<file path="config.mk">
export PLATFORM = sky130hd
export DESIGN_NAME = branch_ctrl
export DESIGN_NICKNAME = d
export VERILOG_FILES = /design/src/rtl/lc3_pkg.sv /design/src/rtl/branch_ctrl_pc_target.sv /design/src/rtl/branch_ctrl.sv
export SDC_FILE = /design/constraint.sdc
export NUM_CORES = 1
export LEC_CHECK = 0
export ABC_AREA = 1
export CORE_MARGIN = 2
export CORE_UTILIZATION = 59
export CTS_BUF_LIST = sky130_fd_sc_hd__clkbuf_8
export DETAILED_ROUTE_END_ITERATION = 10
export PLACE_DENSITY = 0.94
export RECOVER_POWER = 100
export SLEW_MARGIN = 20
export SYNTH_ARGS = -nofsm -noshare
export SYNTH_HDL_FRONTEND = slang
export SYNTH_HIERARCHICAL = 1
export SYNTH_SLANG_ARGS = --single-unit
</file>
<file path="constraint.sdc">
create_clock -name clk -period 3.4 [get_ports clk]
set_input_delay 0.68 -clock clk [delete_from_list [all_inputs] [get_ports clk]]
set_output_delay 0.68 -clock clk [all_outputs]
set_load 0.02 [all_outputs]
</file>
<file path="src/rtl/lc3_pkg.sv">
// Shared LC-3 control-transfer definitions: opcodes, branch FSM states and
// offset sign extension.
package lc3_pkg;

    localparam logic [3:0] OP_BR  = 4'b0000;
    localparam logic [3:0] OP_JSR = 4'b0100;
    localparam logic [3:0] OP_JMP = 4'b1100;

    typedef enum logic [1:0] {
        IDLE   = 2'd0,
        EVAL   = 2'd1,
        COMMIT = 2'd2
    } state_t;

    // Width 9 takes imm[8:0]; any other width is treated as the 11-bit form.
    function automatic logic [15:0] sext(input logic [10:0] imm, input int unsigned width);
        logic [15:0] res;
        if (width == 9) begin
            res = {{7{imm[8]}}, imm[8:0]};
        end else begin
            res = {{5{imm[10]}}, imm};
        end
        return res;
    endfunction

endpackage

</file>
<file path="src/rtl/branch_ctrl_pc_target.sv">
// Combinational target selection for BR, JMP/RET and JSR/JSRR.
module pc_target
    import lc3_pkg::*;
(
    input  logic [15:0] ir,
    input  logic [15:0] pc,
    input  logic [15:0] sr1,
    output logic [15:0] target
);

    always_comb begin
        target = sr1;
        case (ir[15:12])
            OP_BR:   target = pc + sext({2'b00, ir[8:0]}, 9);
            OP_JSR:  if (ir[11]) target = pc + sext(ir[10:0], 11);
            default: target = sr1;
        endcase
    end

endmodule

</file>
<file path="src/rtl/branch_ctrl.sv">
// LC-3 control-transfer unit: captures an instruction on start, evaluates BEN
// and the target, then commits the PC load and optional R7 link write.
//
// state  | meaning
// IDLE   | waiting for start; captures ir, nzp, pc, sr1 when it arrives
// EVAL   | computes ben/taken/target from captured values, registers strobes
// COMMIT | done, ld_pc, r7_we valid for this cycle; returns to IDLE
module branch_ctrl
    import lc3_pkg::*;
(
    input  logic        clk,
    input  logic        rst_n,
    input  logic        start,
    input  logic [15:0] ir,
    input  logic        n,
    input  logic        z,
    input  logic        p,
    input  logic [15:0] pc,
    input  logic [15:0] sr1,
    output logic        busy,
    output logic        ben,
    output logic [15:0] pc_next,
    output logic        ld_pc,
    output logic        r7_we,
    output logic [15:0] r7_data,
    output logic        done
);

    state_t      state_q, state_d;
    logic [15:0] ir_q, ir_d;
    logic [2:0]  nzp_q, nzp_d;
    logic [15:0] pc_q, pc_d;
    logic [15:0] sr1_q, sr1_d;
    logic        ben_q, ben_d;
    logic [15:0] pc_next_q, pc_next_d;
    logic        ld_pc_q, ld_pc_d;
    logic        r7_we_q, r7_we_d;
    logic [15:0] r7_data_q, r7_data_d;
    logic        done_q, done_d;

    logic [15:0] target;
    logic        br_ben;
    logic        taken;
    logic        link;

    pc_target u_pc_target (
        .ir     (ir_q),
        .pc     (pc_q),
        .sr1    (sr1_q),
        .target (target)
    );

    assign br_ben = |(ir_q[11:9] & nzp_q);

    always_comb begin
        state_d   = state_q;
        ir_d      = ir_q;
        nzp_d     = nzp_q;
        pc_d      = pc_q;
        sr1_d     = sr1_q;
        ben_d     = ben_q;
        pc_next_d = pc_next_q;
        r7_data_d = r7_data_q;
        ld_pc_d   = 1'b0;
        r7_we_d   = 1'b0;
        done_d    = 1'b0;
        taken     = 1'b0;
        link      = 1'b0;

        case (state_q)
            IDLE: begin
                if (start) begin
                    ir_d    = ir;
                    nzp_d   = {n, z, p};
                    pc_d    = pc;
                    sr1_d   = sr1;
                    state_d = EVAL;
                end
            end
            EVAL: begin
                ben_d = 1'b0;
                case (ir_q[15:12])
                    OP_BR: begin
                        ben_d = br_ben;
                        taken = br_ben;
                    end
                    OP_JMP: taken = 1'b1;
                    OP_JSR: begin
                        taken = 1'b1;
                        link  = 1'b1;
                    end
                    default: taken = 1'b0;
                endcase
                pc_next_d = target;
                ld_pc_d   = taken;
                r7_we_d   = link;
                // Link value is the captured PC, so JSRR R7 still sees the old R7 in sr1_q.
                if (link) r7_data_d = pc_q;
                done_d    = 1'b1;
                state_d   = COMMIT;
            end
            COMMIT: state_d = IDLE;
            default: state_d = IDLE;
        endcase
    end

    always_ff @(posedge clk) begin
        if (!rst_n) begin
            state_q   <= IDLE;
            ir_q      <= 16'h0000;
            nzp_q     <= 3'b000;
            pc_q      <= 16'h0000;
            sr1_q     <= 16'h0000;
            ben_q     <= 1'b0;
            pc_next_q <= 16'h0000;
            ld_pc_q   <= 1'b0;
            r7_we_q   <= 1'b0;
            r7_data_q <= 16'h0000;
            done_q    <= 1'b0;
        end else begin
            state_q   <= state_d;
            ir_q      <= ir_d;
            nzp_q     <= nzp_d;
            pc_q      <= pc_d;
            sr1_q     <= sr1_d;
            ben_q     <= ben_d;
            pc_next_q <= pc_next_d;
            ld_pc_q   <= ld_pc_d;
            r7_we_q   <= r7_we_d;
            r7_data_q <= r7_data_d;
            done_q    <= done_d;
        end
    end

    assign busy    = (state_q != IDLE);
    assign ben     = ben_q;
    assign pc_next = pc_next_q;
    assign ld_pc   = ld_pc_q;
    assign r7_we   = r7_we_q;
    assign r7_data = r7_data_q;
    assign done    = done_q;

endmodule

</file>
==> impl_metrics.py, run 1 <==
metrics = {
    "worst_setup_path": {
        "r2r_cells": 6,
        "crit_path_cell_trace": "inv_1, nor2_1, nand2_2, nor2_1, nor2_1, nor2_1",
        "reg2reg_to": "r7_data[4]$_SDFFE_PN0P_",
        "cp_max_fo": 19,
        "cp_data_required_time_ps": 3710,
        "cp-end-kind": "flop",
        "cpMostUsedCell": "nor2_1",
        "arrival_ps": 2800,
        "cpPeakStageDelay_ps": 960,
        "start_kind": "flop",
        "critPathTopFamily": "simple AND/OR/NAND/NOR gates",
        "crit_type": "reg2reg",
        "worst-path-buf-inv": 1,
        "rr_startpoint": "state_q[0]$_SDFFE_PN0P_",
        "slowest_stage": "nor2_1",
        "r2r_slack_ps": 910,
    },
    "status": {
        "outcome": "finished clean",
    },
    "worst_hold_path": {
        "whs_endpoint": "r7_data[7]$_SDFFE_PN0P_",
        "hp-start": "r7_data[7]$_SDFFE_PN0P_",
        "hold_path_depth": 2,
        "holdCritPathClass": "reg2reg",
    },
    "timing": {
        "skew_ps": 11.6,
        "rsz0062_at_grt": "false",
        "worst_pin_slew_ps": 1290,
        "setup_ws_ps": 909,
        "slew_headroom": 0.140,
        "hold_viol": 0,
        "post-route-period-util": 0.733,
        "fin_setup_tns_ps": 0,
        "final.min_clock_period_ps": 2490,
        "maxSlewViolCount": 0,
        "fmax_mhz": 401,
        "setup_viol": 0,
    },
    "synthesis": {
        "synth_fa_ha_area_frac": 0.0578,
        "synth_edf_count": 0,
        "synth_area_leader_cell": "dfxtp_1",
        "netlist_area_sq_um": 4890,
        "synthCells": 738,
        "synth_top_area_frac": 0.364,
        "synth-seq-cells": 89,
        "synth.most_common_cell": "nor2_1",
        "synthTopCellsByCount": "nor2_1 (144), nand2_1 (137), dfxtp_1 (89)",
        "ys_seq_area_frac": 0.364,
        "synthSimpleGateAreaFrac": 0.360,
        "synth.area.top_cells": "dfxtp_1 (36%), nor2_1 (11%), nand2_1 (11%), o21ai_0 (7.3%), nand3_1 (6.8%)",
        "synthMuxAreaShare": 0,
        "ys_warn_count": 6,
        "synth.distinct_cells": 33,
        "yosys.area_share.xor_xnor": 0.0107,
        "avgSynthCellArea_sq_um": 6.63,
        "synthArstFlopShare": 0,
        "synth_nets": 814,
        "synth_top_family_by_area": "simple AND/OR/NAND/NOR gates",
        "synth_flop_cell": "dfxtp_1",
        "synth_compound_area_frac": 0.113,
    },
    "clock_tree": {
        "ctsLongestPathBuffers": 2,
        "cts_buffers": 9,
        "postCtsSetupBuffers": 0,
        "cts_hold_buf": 0,
        "clk_pin_slew_ps": 100,
        "clk_latency_ps": 370,
        "cts_tree": "built",
        "clock-sinks": 89,
        "htree_num_levels": 3,
        "cts_resized": 0,
        "cts_root_buffer": "clkbuf_8",
    },
    "floorplan": {
        "ios": 91,
        "dieHeight_microns": 95.1,
        "core_area_sq_um": 8130,
        "die_w_microns": 95.1,
        "fp.dieArea_sq_um": 9040,
        "rows": 33,
        "start_util": 0.601,
    },
    "pwr": {
        "power.total_uw": 2530,
        "ir_worst_vdd_uv": 319,
        "power_switching_uw": 881,
        "swShare": 0.348,
        "pwr_density_cell_nw_per_um2": 421,
        "p_comb_frac": 0.252,
        "power_frac_clock": 0.285,
        "seq_power_share": 0.462,
        "p_int_uw": 1650,
        "p_leak_uw": 0.00293,
    },
    "final_layout": {
        "area_delta_synth_final_pct": 22.9,
        "finalNetCount": 893,
        "n_fill_cell": 631,
        "multi_input_area_sq_um": 2630,
        "fin_area_sq_um": 6010,
        "layout.area.seq_sq_um": 1780,
        "utilization": 0.739,
        "drive_above_1_share": 0.0754,
        "n_antenna_cell": 0,
    },
    "placement": {
        "portBuffers": 90,
        "place_ws_ps": 1270,
        "gp_congestion": 0.881,
        "hpwl_microns": 9930,
        "placed_area_sq_um": 5840,
    },
    "detailed_routing": {
        "vias": 4954,
        "remaining_drc_errors": 0,
        "wl_per_cell_microns": 14.5,
        "via_per_inst": 5.34,
        "antenna_left": 0,
        "drt_pass1_iterations": 5,
        "drtIter0Drc": 311,
        "wl_microns": 13500,
    },
    "global_route": {
        "grt_pass1_wl_microns": 21700,
        "overflow": 0,
        "grt_pass1_vias": 4601,
        "antenna_found_initial": 0,
        "grt_max_degree": 72,
        "grt_use_total": 0.308,
    },
    "job": {
        "drv_cap": 0,
    },
}
per-stage QoR:
stage | std cells | hold WS, ps
6_report | 927 | 485
5_1_grt | 927 | 511
2_1_floorplan | 738 | 448
4_1_cts | 927 | 494
3_5_place_dp | 911 | 471
3_3_place_gp | 911 | 464
worst max path at each step:
stage	startpoint	end	slack [ps]	depth (start not counted)
floorplan	ir_q[0]$_SDFFE_PN0P_	pc_next[12]$_SDFFE_PN0P_	1620	13
global placement	start	pc_q[0]$_SDFFE_PN0P_	1320	5
detailed placement	start	pc_q[5]$_SDFFE_PN0P_	1270	5
CTS	state_q[1]$_SDFFE_PN0P_	busy	1140	3
global route	state_q[0]$_SDFFE_PN0P_	r7_data[15]$_SDFFE_PN0P_	590	6
finish	state_q[0]$_SDFFE_PN0P_	r7_data[4]$_SDFFE_PN0P_	910	6
sequential cells by signal, indices dropped and copies added (netlist names):
signal and count:
ben 1, done 1, ir_q 16, ld_pc 1
nzp_q 3, pc_next 16, pc_q 16, r7_data 16
r7_we 1, sr1_q 16, state_q 2
layer usage:
layer / vias up / wire (microns) / GRT usage
met5: - / 0 / 0
met4: 0 / 278 / 0.105
met3: 26 / 549 / 0.0451
met2: 141 / 6790 / 0.531
met1: 2284 / 5830 / 0.395
li1: 2503 / - / -
final cells by class:
type,instances,area share
multi-input combinational,533,0.437
sequential,89,0.296
timing repair buffer,94,0.156
inverter,90,0.0562
tap,105,0.0218
clock buffer,9,0.0206
clock inverter,7,0.0121
power by group through the flow:
stage          clock network, uW  logic [uW]  registers, uW
3_3_place_gp                   0         621           1190
3_5_place_dp                   0         636           1190
6_report                     722         638           1170
5_1_grt                      773         709           1180
2_1_floorplan                  0         402           1200
4_1_cts                      736         643           1170
cells by family (layout without fill, tap and decap cells):
group / count (synthesis) / in the layout
flops: 89 / 89
xor+xnor: 6 / 6
buf+inv: 116 / 200
simple gates: 395 / 395
fa+ha+maj: 22 / 22
compound gates: 110 / 110
placed cells by master (no fill, tap or decap), types with 3 or more instances in the layout:
cell	instances
nor2_1	146
dfxtp_1	89
nor3_2	5
clkbuf_8	9
clkinvlp_4	3
and2_1	3
o21ai_0	71
nand2_2	17
o21ai_1	5
nand3b_1	3
inv_2	7
nor2_2	4
inv_8	3
xor2_1	4
inv_1	83
a21oi_1	33
dlygate4sd3_1	38
nand3_1	67
nand2_1	137
ha_1	21
clkdlybuf4s50_1	51
nand4_1	4
worst min-delay path, delay by kind of cell (launching register included):
kind,cells,cell delay [ps]
and+or+nand+nor,2,130
DFF,1,330
No activity file was read; power rests on OpenSTA's default activity.
==> inputs of run 2 (changes only) <==
Settings changed: CORE_UTILIZATION 59 to 49, PLACE_DENSITY 0.94 to 0.84.
Clock period 3.4 ns to 2.01 ns, I/O delays scaled along.
==> run 2 against run 1 <==
Register-to-register slack worse by 810 ps. Routed wire length decreased by 9.1%. Sequential cell count did not move. Count of clock-buffer cells in the layout unchanged. Via count is 2.5% lower. Die area increased by 20%. Sequential share of layout area is 0.80 points lower. Maximum frequency is 31% higher. Critical path depth grew 7. Worst setup slack got worse by 810 ps. Power rose by 76%. Critical path type unchanged. Largest cell class unchanged. Largest power group unchanged.
==> impl_metrics.py, run 2 (synthesized netlist as in run 1, its figures left out) <==
metrics = {
    "worst_setup_path": {
        "slowest_stage": "dfxtp_1",
        "critPathTopFamily": "simple AND/OR/NAND/NOR gates",
        "worst-path-buf-inv": 2,
        "arrival_ps": 2160,
        "r2r_slack_ps": 100,
        "cpPeakStageDelay_ps": 360,
        "cp_max_fo": 3,
        "crit_type": "reg2reg",
        "cpMostUsedCell": "nand3_1",
        "cp-end-kind": "flop",
        "crit_path_cell_trace": "ha_1, inv_1, fa_2, inv_2, nand3_1, nand3_2, nand3_1, nand3_1, nand2_1, nand3_1, nand3_1, nor2_1, nor2_1",
        "cp_data_required_time_ps": 2260,
        "start_kind": "flop",
    },
    "floorplan": {
        "ios": 91,
        "dieHeight_microns": 104,
        "fp.dieArea_sq_um": 10800,
        "core_area_sq_um": 9730,
        "start_util": 0.503,
        "rows": 36,
        "die_w_microns": 104,
    },
    "final_layout": {
        "n_fill_cell": 914,
        "n_antenna_cell": 0,
        "drive_above_1_share": 0.0982,
        "layout.area.seq_sq_um": 1780,
        "layout_common_cells": "nor2_1 (144), nand2_1 (137), dfxtp_1 (87), inv_1 (82), o21ai_0 (73)",
        "instances_no_fill": 968,
        "final_common_cell": "nor2_1",
        "area_delta_synth_final_pct": 26.5,
        "finalNetCount": 906,
        "multi_input_area_sq_um": 2660,
    },
    "timing": {
        "fmax_mhz": 524,
        "final.min_clock_period_ps": 1910,
        "maxSlewViolCount": 0,
        "setup_viol": 0,
        "fin_setup_tns_ps": 0,
        "worst_pin_slew_ps": 1040,
        "post-route-period-util": 0.950,
        "hold_viol": 0,
        "skew_ps": 14.8,
        "holdWs_ps": 429,
        "slew_headroom": 0.306,
    },
    "placement": {
        "hpwl_microns": 9460,
        "gp_congestion": 0.944,
        "dp.cells": 951,
        "portBuffers": 90,
    },
    "global_route": {
        "overflow": 0,
        "grt_max_degree": 48,
        "grt_use_total": 0.224,
        "grt_pass1_vias": 4336,
        "grt_pass1_wl_microns": 19800,
        "antenna_found_initial": 0,
    },
    "pwr": {
        "p_leak_uw": 0.00301,
        "ir_worst_vdd_uv": 416,
        "pwr_density_cell_nw_per_um2": 718,
    },
    "status": {
        "outcome": "finished clean",
    },
    "clock_tree": {
        "cts_hold_buf": 0,
        "clk_pin_slew_ps": 90,
        "clk_latency_ps": 360,
        "cts_tree": "built",
        "cts_buffers": 9,
        "htree_num_levels": 3,
        "clock-sinks": 89,
        "ctsLongestPathBuffers": 2,
        "cts_root_buffer": "clkbuf_8",
    },
    "detailed_routing": {
        "vias": 4828,
        "drt_pass1_iterations": 5,
        "antenna_left": 0,
        "via_per_inst": 4.99,
        "drtIter0Drc": 227,
        "wl_microns": 12200,
        "remaining_drc_errors": 0,
        "wl_per_cell_microns": 12.6,
    },
    "worst_hold_path": {
        "holdCritPathClass": "in2reg",
    },
    "job": {
        "drv_cap": 0,
    },
}
-- run 2: changes by cell type in the layout (fill, tap and decap cells not counted), sizes merged --
cell,previous run,this run
inv,93,94
clkinv,1,0
dlygate4sd3,38,37
bufinv,0,2
buf,4,12
clkbuf,10,16
clkinvlp,3,1
-- run 2: where the power goes --
group	switching (uW)	internal [uW]	leakage, uW
registers	82.1	1890	0.000733
clock network	677	714	0.000114
logic	644	442	0.00217
total	1400	3040	0.00301
-- run 2: per-stage QoR --
stage                      util  power, uW  area [sq um]  worst slack [ps]
after floorplan               -       2710          4890               231
after global placement    0.613       3100          5960              62.5
after detailed placement  0.613       3110          5960             -2.26
after CTS                 0.637       4500          6190              41.0
after global routing      0.636       4680          6190            -0.745
final                     0.636       4450          6190               101
-- run 2: metal layers --
metal | GRT usage | routed length, microns | vias to the layer above
li1 | - | - | 2529
met1 | 0.273 | 5500 | 2193
met2 | 0.403 | 6210 | 100
met3 | 0.0457 | 432 | 6
met4 | 0.0531 | 82 | 0
met5 | 0 | 0 | -
-- run 2: final timing paths --
| path | from | end | cells past startpoint |
|---|---|---|---|
| hold reg to reg | r7_data[11]$_SDFFE_PN0P_ | r7_data[11]$_SDFFE_PN0P_ | 2 |
| setup reg to reg | pc_q[0]$_SDFFE_PN0P_ | pc_next[12]$_SDFFE_PN0P_ | 13 |
| hold / removal | rst_n | state_q[0]$_SDFFE_PN0P_ | 3 |
| setup / recovery | pc_q[0]$_SDFFE_PN0P_ | pc_next[12]$_SDFFE_PN0P_ | 13 |
-- run 2: timing repair --
item / in CTS / in global routing
setup buffers: 0 / 1
gates resized for setup: 2 / 8
cloned: 0 / 0
setup endpoints to repair: 1 / 9
-- run 2: final cells by class --
class / count / area share
inverter: 90 / 0.0546
clock buffer: 9 / 0.0200
tap: 133 / 0.0269
sequential: 89 / 0.288
timing repair buffer: 107 / 0.164
multi-input combinational: 533 / 0.430
clock inverter: 7 / 0.0162
-- run 2: worst register-to-register path, delay by kind of cell, from the launching register on --
kind          cells  cell delay (ps)
simple gates      9              750
flops             1              360
buf+inv           2              170
fa+ha+maj         2              530
